==> src/rtl/data_mem_arbiter_pkg.sv <==
`default_nettype none
// ============================================================================
// Module   : data_mem_arbiter_pkg
// Purpose  : Shared FSM/owner types and read-latency limits for the arbiter.
// Revision : 1.0
// ============================================================================
package data_mem_arbiter_pkg;

  typedef enum logic {
    ST_IDLE = 1'b0,
    ST_WAIT = 1'b1
  } state_t;

  typedef enum logic {
    OWN_CORE = 1'b0,
    OWN_DBG  = 1'b1
  } owner_t;

  localparam int RD_LATENCY_MIN = 1;
  localparam int RD_LATENCY_MAX = 4;
  localparam int CNT_W          = 2;

endpackage
`default_nettype wire

==> src/rtl/data_mem_arbiter_rr_arbiter2.sv <==
`default_nettype none
// ============================================================================
// Module   : rr_arbiter2
// Purpose  : Two-way round-robin select; present only with DATA_MEM_ARB_ROUND_ROBIN_EN.
// Revision : 1.0
// ============================================================================
`ifdef DATA_MEM_ARB_ROUND_ROBIN_EN
module rr_arbiter2
  import data_mem_arbiter_pkg::*;
(
  input  logic       req_core,
  input  logic       req_dbg,
  input  owner_t     last_owner,
  output logic [1:0] gnt          // bit 0 core, bit 1 debug
);

  always_comb begin
    gnt = 2'b00;
    if (req_core && req_dbg) begin
      gnt = (last_owner == OWN_CORE) ? 2'b10 : 2'b01;
    end else if (req_core) begin
      gnt = 2'b01;
    end else if (req_dbg) begin
      gnt = 2'b10;
    end
  end

endmodule
`endif
`default_nettype wire

==> src/rtl/data_mem_arbiter.sv <==
`default_nettype none
// ============================================================================
// Module   : data_mem_arbiter
// Purpose  : Core/debug arbiter for the single-port data memory; ties are
//            round-robin with DATA_MEM_ARB_ROUND_ROBIN_EN, core-first otherwise.
// Revision : 1.0
// ============================================================================
module data_mem_arbiter
  import data_mem_arbiter_pkg::*;
#(
  parameter int ADDR_WIDTH = 32,
  parameter int DATA_WIDTH = 32,
  parameter int RD_LATENCY = 1
) (
  input  logic                  clk,
  input  logic                  n_reset,
  input  logic                  core_req,
  input  logic                  core_we,
  input  logic [ADDR_WIDTH-1:0] core_addr,
  input  logic [DATA_WIDTH-1:0] core_wdata,
  output logic                  core_gnt,
  output logic                  core_rvalid,
  output logic [DATA_WIDTH-1:0] core_rdata,
  output logic                  core_stall,
  input  logic                  dbg_req,
  input  logic                  dbg_we,
  input  logic [ADDR_WIDTH-1:0] dbg_addr,
  input  logic [DATA_WIDTH-1:0] dbg_wdata,
  output logic                  dbg_gnt,
  output logic                  dbg_rvalid,
  output logic [DATA_WIDTH-1:0] dbg_rdata,
  output logic                  mem_en,
  output logic                  mem_we,
  output logic [ADDR_WIDTH-1:0] mem_addr,
  output logic [DATA_WIDTH-1:0] mem_wdata,
  input  logic [DATA_WIDTH-1:0] mem_rdata
);

  // Out-of-range latencies are clamped so the wait counter always fits.
  localparam int RD_LAT_C = (RD_LATENCY < RD_LATENCY_MIN) ? RD_LATENCY_MIN :
                            (RD_LATENCY > RD_LATENCY_MAX) ? RD_LATENCY_MAX : RD_LATENCY;
  localparam logic [CNT_W-1:0] CNT_LOAD = CNT_W'(RD_LAT_C - 1);

  state_t                state_q, state_d;
  logic [CNT_W-1:0]      cnt_q, cnt_d;
  owner_t                owner_q, owner_d;
  logic                  core_rvalid_q, core_rvalid_d;
  logic                  dbg_rvalid_q, dbg_rvalid_d;
  logic [DATA_WIDTH-1:0] core_rdata_q, core_rdata_d;
  logic [DATA_WIDTH-1:0] dbg_rdata_q, dbg_rdata_d;

  logic idle;
  logic gnt_core;
  logic gnt_dbg;
  logic rd_issue;

  // Grants and stall are combinational, so they are also forced low in reset.
  assign idle = n_reset & (state_q == ST_IDLE);

`ifdef DATA_MEM_ARB_ROUND_ROBIN_EN
  owner_t     last_owner_q, last_owner_d;
  logic [1:0] rr_gnt;

  rr_arbiter2 u_rr_arbiter2 (
    .req_core   (idle & core_req),
    .req_dbg    (idle & dbg_req),
    .last_owner (last_owner_q),
    .gnt        (rr_gnt)
  );

  assign gnt_core = rr_gnt[0];
  assign gnt_dbg  = rr_gnt[1];

  always_comb begin
    last_owner_d = last_owner_q;
    if (gnt_core) begin
      last_owner_d = OWN_CORE;
    end else if (gnt_dbg) begin
      last_owner_d = OWN_DBG;
    end
  end

  always_ff @(posedge clk or negedge n_reset) begin
    if (!n_reset) begin
      last_owner_q <= OWN_DBG;
    end else begin
      last_owner_q <= last_owner_d;
    end
  end
`else
  assign gnt_core = idle & core_req;
  assign gnt_dbg  = idle & dbg_req & ~core_req;
`endif

  assign mem_en    = gnt_core | gnt_dbg;
  assign mem_we    = gnt_dbg ? dbg_we : (gnt_core & core_we);
  assign mem_addr  = gnt_dbg ? dbg_addr : core_addr;
  assign mem_wdata = gnt_dbg ? dbg_wdata : core_wdata;
  assign rd_issue  = mem_en & ~mem_we;

  assign core_gnt    = gnt_core;
  assign dbg_gnt     = gnt_dbg;
  assign core_rvalid = core_rvalid_q;
  assign dbg_rvalid  = dbg_rvalid_q;
  assign core_rdata  = core_rdata_q;
  assign dbg_rdata   = dbg_rdata_q;
  assign core_stall  = n_reset & ((core_req & ~gnt_core) | (gnt_core & ~core_we) |
                                  ((state_q == ST_WAIT) & (owner_q == OWN_CORE)));

  always_comb begin
    state_d       = state_q;
    cnt_d         = cnt_q;
    owner_d       = owner_q;
    core_rvalid_d = 1'b0;
    dbg_rvalid_d  = 1'b0;
    core_rdata_d  = core_rdata_q;
    dbg_rdata_d   = dbg_rdata_q;
    case (state_q)
      ST_IDLE: begin
        if (rd_issue) begin
          state_d = ST_WAIT;
          cnt_d   = CNT_LOAD;
          owner_d = gnt_dbg ? OWN_DBG : OWN_CORE;
        end
      end
      ST_WAIT: begin
        if (cnt_q == '0) begin
          state_d = ST_IDLE;
          if (owner_q == OWN_DBG) begin
            dbg_rdata_d  = mem_rdata;
            dbg_rvalid_d = 1'b1;
          end else begin
            core_rdata_d  = mem_rdata;
            core_rvalid_d = 1'b1;
          end
        end else begin
          cnt_d = cnt_q - CNT_W'(1);
        end
      end
      default: state_d = ST_IDLE;
    endcase
  end

  always_ff @(posedge clk or negedge n_reset) begin
    if (!n_reset) begin
      state_q       <= ST_IDLE;
      cnt_q         <= '0;
      owner_q       <= OWN_CORE;
      core_rvalid_q <= 1'b0;
      dbg_rvalid_q  <= 1'b0;
      core_rdata_q  <= '0;
      dbg_rdata_q   <= '0;
    end else begin
      state_q       <= state_d;
      cnt_q         <= cnt_d;
      owner_q       <= owner_d;
      core_rvalid_q <= core_rvalid_d;
      dbg_rvalid_q  <= dbg_rvalid_d;
      core_rdata_q  <= core_rdata_d;
      dbg_rdata_q   <= dbg_rdata_d;
    end
  end

endmodule
`default_nettype wire

==> config.mk <==
export PLATFORM = sky130hd
export DESIGN_NAME = data_mem_arbiter
export DESIGN_NICKNAME = d
export VERILOG_FILES = /design/src/rtl/data_mem_arbiter_pkg.sv /design/src/rtl/data_mem_arbiter_rr_arbiter2.sv /design/src/rtl/data_mem_arbiter.sv
export SDC_FILE = /design/constraint.sdc
export NUM_CORES = 1
export LEC_CHECK = 0
export CAP_MARGIN = 10
export CORE_MARGIN = 10
export CORE_UTILIZATION = 32
export DETAILED_ROUTE_END_ITERATION = 10
export GPL_TIMING_DRIVEN = 1
export PLACE_DENSITY = 0.92
export RECOVER_POWER = 25
export SKIP_LAST_GASP = 1
export SYNTH_ARGS = -nofsm -noshare
export SYNTH_HDL_FRONTEND = slang
export SYNTH_HIERARCHICAL = 1
export SYNTH_SLANG_ARGS = --single-unit
==> constraint.sdc <==
create_clock -name clk -period 1.9 [get_ports clk]
set_input_delay 0.38 -clock clk [delete_from_list [all_inputs] [get_ports clk]]
set_output_delay 0.38 -clock clk [all_outputs]
set_load 0.01 [all_outputs]
; ---- Word-level counts from Yosys, hierarchy flattened
; Cells that the tools add are included.
[word_totals]
ff_bits = 70
out_inout_bits = 135
wordCells = 50
[classes]
n_addsub = 1
eq_ne = 2
mux = 16
bitwise = 19
n_reduce_logical = 5
[ops]
columns = operator, n
row1 = 2-to-1 mux 32 bit, 2
row2 = AND 1 bit, 10
row3 = 2-to-1 mux 1 bit, 10
row4 = inverter 1 bit, 6
row5 = AND reduction 3 bit, 2
row6 = 2-to-1 mux 2 bit, 2
row7 = "!= test 2 bit, second input constant", 2
row8 = one-hot mux 2 bit (2 select lines), 1
row9 = AND reduction 2 bit, 2
row10 = bitwise OR 1 bit, 3
row11 = logical NOT 2 bit, 1
row12 = one-hot mux 1 bit (2 select lines), 1
row13 = "subtractor 2 x 1 -> 2 bit, second input constant", 1

; ---- Logic depth before layout (Yosys ltp)
[logic_depth]
word_depth = 9
depth_mapped = 5
depth_no_buf = 5

; ---- Least setup slack after synthesis
; Ideal clock, no wire load.
[synth_timing]
kind = flip-flop to output port
startpoint = register state_q
endpoint = output mem_addr[10]
t_arrival_ps = 1476
required_time_ps = 1520
setup_slack_ps = 44
stages_incl_launch_ff = 6
n_path_buf = 2
cell_sequence = dfrtp_1 -> nand2b_4 -> nor3b_2 -> buf_6 -> buf_6 -> mux2_1
[synth_between]
elab_chain_cells = 5
[synth_rtl]
columns = element, line_no
row1 = start: declaration, data_mem_arbiter.sv:44  ; state_t state_q, state_d;
row2 = start signal: assignment, data_mem_arbiter.sv:154  ; state_q <= state_d;
row3 = inverter 1 bit (no line), n/a
row4 = AND 1 bit, data_mem_arbiter.sv:58  ; assign idle = n_reset & (state_q == ST_IDLE);
row5 = AND 1 bit (2 in series), data_mem_arbiter.sv:92  ; assign gnt_dbg = idle & dbg_req & ~core_req;
row6 = 2-to-1 mux 32 bit, data_mem_arbiter.sv:97  ; assign mem_addr = gnt_dbg ? dbg_addr : core_addr;
row7 = end: declaration, data_mem_arbiter.sv:34  ; output logic [ADDR_WIDTH-1:0] mem_addr,
; Every way passes these cells.

; ---- Worst setup path in the final report
[layout_timing]
startpoint = register state_q
endpoint = output mem_wdata[30]
[layout_between]
elab_chain_cells = 5
[layout_rtl]
columns = element, line_no
row1 = inverter 1 bit (no line), n/a
row2 = AND 1 bit, data_mem_arbiter.sv:58
row3 = AND 1 bit (2 in series), data_mem_arbiter.sv:92
row4 = 2-to-1 mux 32 bit, data_mem_arbiter.sv:98  ; assign mem_wdata = gnt_dbg ? dbg_wdata : core_wdata;
row5 = end: declaration, data_mem_arbiter.sv:35  ; output logic [DATA_WIDTH-1:0] mem_wdata,
; Every way passes these cells.

==> results <==
- TritonCTS built the clock tree.
- The detailed-route vias per instance is 4.716.
- The share of layout cells above drive strength 1 is 37.44%.
- Setup violations remaining at the end of the flow were counted as 67.
- Yosys printed 6 warnings.
- The number of design rule violations left after detail routing is 0.
- After detailed routing, the total wire length is 19,810 microns.
- Synthesis inferred 70 register bits.
- In this run the worst path has a maximum fanout of 9.
- The initialized floorplan defines 38 standard-cell rows.
- Entering global routing, the biggest net connects 45 pins.
- The initial antenna violation count came to 6.
- The internal cell power is 3.883 mW.
- The slowest stage of the critical path is the dfrtp_1 cell.
- The post-placement setup slack is -0.8620 ns.
- The share of Yosys cell area claimed by the top area cell type is 50.11%.
- STA classifies the critical path endpoint as an output pin.
- The post-synth design cell area is 3496 sq um.
- The final reports fail on negative setup slack.
- Among cell families on the critical path, the largest total delay comes from buffers and inverters.
- IR analysis of the VDD net gives a maximum drop of 0.5913 mV.
- The flow ran to the end, but the final reports show violations.
- The time the worst path needs with I/O delays and setup is around 2.5 ns.
- Once the floorplan was initialized, standard cells occupied 32.53% of the core.
- The finished layout holds 737 standard cells, fillers aside.
- The maximum clock insertion buffer count is 2.
- The power density over the cells is between 700 and 800 nW/um^2.
- The post-layout total power is 5.489 mW.
- The die area is 15,510 sq um.
- After layout, the worst path uses 129.9% of the clock period.
- The number of sinks driven by the clock tree is 70.
- In the final timing run, aggregate negative setup slack is -31.02 ns.
- Measured along the x axis, the die boundary spans 124.5 microns.
- Setup repair after global routing could not meet its margin everywhere.
- The share of power burned in the clock network is 18.8%.
- Once detail routing completed, the nets flagged for antenna violations numbered 0.
- The hold violation count in the final report is 0.
- After synthesis, flip-flops and latches occupy 50.11% of the total area.
- The critical path's largest stage delay is roughly 0.38 ns.
- After layout, the worst setup slack is -0.5686 ns.
- The critical path in this run is classified as reg -> out.
- The number of detailed-routing iterations run before antenna repair is 4.
- CTS built an H-tree with a depth of 3.
- The launching element of the worst setup path is state_q$_DFF_PN0_.
- The total count of max-transition violations in the final report is 0.
- The total half-perimeter wirelength after legalization and detailed placement is 16,540 microns.
- Net switching is 29.26% of the power.
- The total number of vias is 3,476.
- Global routing used 24.27% of the available tracks across all layers.
- Combinational cells account for 43.5% of the total power.
- In the layout the commonest cells are clkdlybuf4s50_1, mux2_2, dfrtp_1.
- Together, buffers and inverters on the worst path number 3.
- Traced cell by cell, the critical path runs through nand2b_4 > nor3b_4 > buf_8 > buf_12 > mux2_2 > dlygate4sd2_1.
- The first global-routing pass estimated 28,230 microns of wire.
- Buffers placed on the I/O ports in this run total 300.
- The post-synthesis cell count is 244.
- TritonCTS created 9 clock buffers.
- The number of nets in the synthesized netlist is 411.
- The worst hold path belongs to the class in -> async.
- Between clock sinks in the finished design, the worst skew comes to 0.009780 ns.
- Of the total power, registers draw 37.7%.
- STA classifies the critical path startpoint as a flop.
- The critical path arrival is 2.09 ns.
- Including well taps, the total number of placed cells is 694.
- The number of ports placed on the die boundary is around 300.
- The detailed router finished its first iteration with 122 violations.
- Compared with the post-synthesis result, the final layout area differs by 107.4%.
- The synthesized netlist contains 23 unique library cells.
- Max-cap violations in this run came to 0.
- For the worst setup path, the data required time is 1.52 ns.
- The clock reaches the later pin of the worst-skew pair after 0.33 ns.
- The clock edge transition at the registers on the reported setup and hold paths is around 0.08 ns.
- In this run the tightest slew margin relative to its limit is 27.37%.
- The chip height is 124.5 microns.
- The average detailed-routed wire length per instance is around 27 microns.
- The final layout net count is around 760.
- The final design utilization is 67.47%.
- The remaining global-route overflow is 0.
- The root cell of the clock tree is clkbuf_8.
- The leakage power total is between 3 and 4 nW.
- At the pin with the least slew margin, the transition time is 1.089 ns.
- The worst reg2reg path startpoint is cnt_q[0]$_DFFE_PN0P_.
- Summed over all instances, the cell type with the most area after synthesis is dfrtp_1.
- The achievable frequency is approximately 410 MHz.
- The most common cell after layout, fill and taps aside is clkdlybuf4s50_1.
- The placeable core region is ~11,000 sq um.
- Averaged over all synthesized cells, the footprint is roughly 14 sq um.
- The via count of the first global-routing pass was around 4,000.
- After filler insertion, the fill cell instance count of the layout stands at roughly 840.
- The final RePlAce weighted congestion is 1.097.
- For this design the total switching power over the nets is 1.606 mW.
- Yosys attributes the largest share of cell area to dfrtp_1, mux2_2, mux2_1, buf_6, nand2b_1.
==> layout make-up <==
cell class                 instances  area, sq um  share of cell area [%]
timing repair buffer             346         3390                   46.76
sequential                        70         1752                   24.16
multi-input combinational        155         1733                   23.90
tap                              140        175.2                   2.416
clock buffer                      12        145.1                   2.002
clock inverter                     4        22.52                  0.3107
inverter                           6        22.52                  0.3107
antenna                            4        10.01                  0.1381
==> worst register-to-register path: stages (launching register included) <==
cell	delay, ns
dfrtp_1	0.35
inv_1	0.06
ha_1	0.23
nand3_2	0.09
buf_4	0.30
mux2_2	0.39
==> what timing repair did <==
item | in CTS | in global routing
gates cloned | 1 | 3
setup buffers | 16 | 5
pin swaps | 0 | 1
setup endpoints to repair | 69 | 68
hold buffers | 0 | 0
resized for setup | 243 | 35
==> registers in the layout (all words and copies together) (netlist names) <==
name         count
cnt_q            2
core_rdata      32
core_rvalid      1
dbg_rdata       32
dbg_rvalid       1
owner_q          1
state_q          1
==> power by group through the flow <==
stage | sequential, mW | combinational, mW | clock (mW)
floorplan | 2.26 | 0.554 | 0
global placement | 2.06 | 2.31 | 0
detailed placement | 2.09 | 2.36 | 0
CTS | 2.07 | 2.39 | 1.07
global route | 2.11 | 2.52 | 1.14
finish | 2.07 | 2.39 | 1.03
==> logic make-up (layout without fill, tap and decap cells) <==
group	after synthesis	in the layout	synth area share (%)
muxes	128	128	41.23
DFF	70	70	50.11
buffers and inverters	19	368	3.543
and+or+nand+nor	17	17	3.329
AOI/OAI and AO/OA	9	9	1.432
adders and majority gates	1	1	0.3579
other	0	4	0
==> synthesized netlist by cell type <==
library cell	instances
mux2_1	40
nor2b_1	1
a21boi_0	1
or3b_2	1
or2_2	1
a31oi_1	1
o22ai_1	1
nand3b_1	2
inv_1	6
a21oi_1	3
buf_4	2
nand3_1	1
and2_1	1
ha_1	1
nand2b_1	5
nand2_1	3
o21ai_0	3
buf_6	5
mux2_2	88
buf_2	6
nor3b_2	1
nand2b_4	1
dfrtp_1	70
==> per-layer routing <==
metal  up-vias  track usage, %  wire, microns
met3        28           10.51           1799
met2       179           43.11          10200
met4         2           8.499            590
met5         -               0             13
met1      1702           24.79           7212
li1       1565               -              -
==> final timing paths <==
check                                            endpoint  slack (ns)  cells past startpoint
worst max-delay path                        mem_wdata[30]       -0.57                      6
worst min-delay path            core_rdata[0]$_DFFE_PN0P_        0.24                      3
worst max register to register  dbg_rdata[16]$_DFFE_PN0P_        0.37                      5
worst min register to register  core_rdata[7]$_DFFE_PN0P_        0.51                      1
max in group asynchronous       core_rdata[3]$_DFFE_PN0P_        0.62                      3
min in group clk                      owner_q$_DFFE_PN0P_        0.50                      3
==> through the flow <==
| step | instance area [sq um] | hold slack (ns) |
|---|---|---|
| 2_1_floorplan | 3496 | 0.08441 |
| 6_report | 7249 | 0.2359 |
| 4_1_cts | 7124 | 0.1615 |
| 3_3_place_gp | 6814 | 0.4863 |
| 3_5_place_dp | 6814 | 0.4917 |
| 5_1_grt | 7244 | 0.2348 |
(Power assumes the default switching activity.)
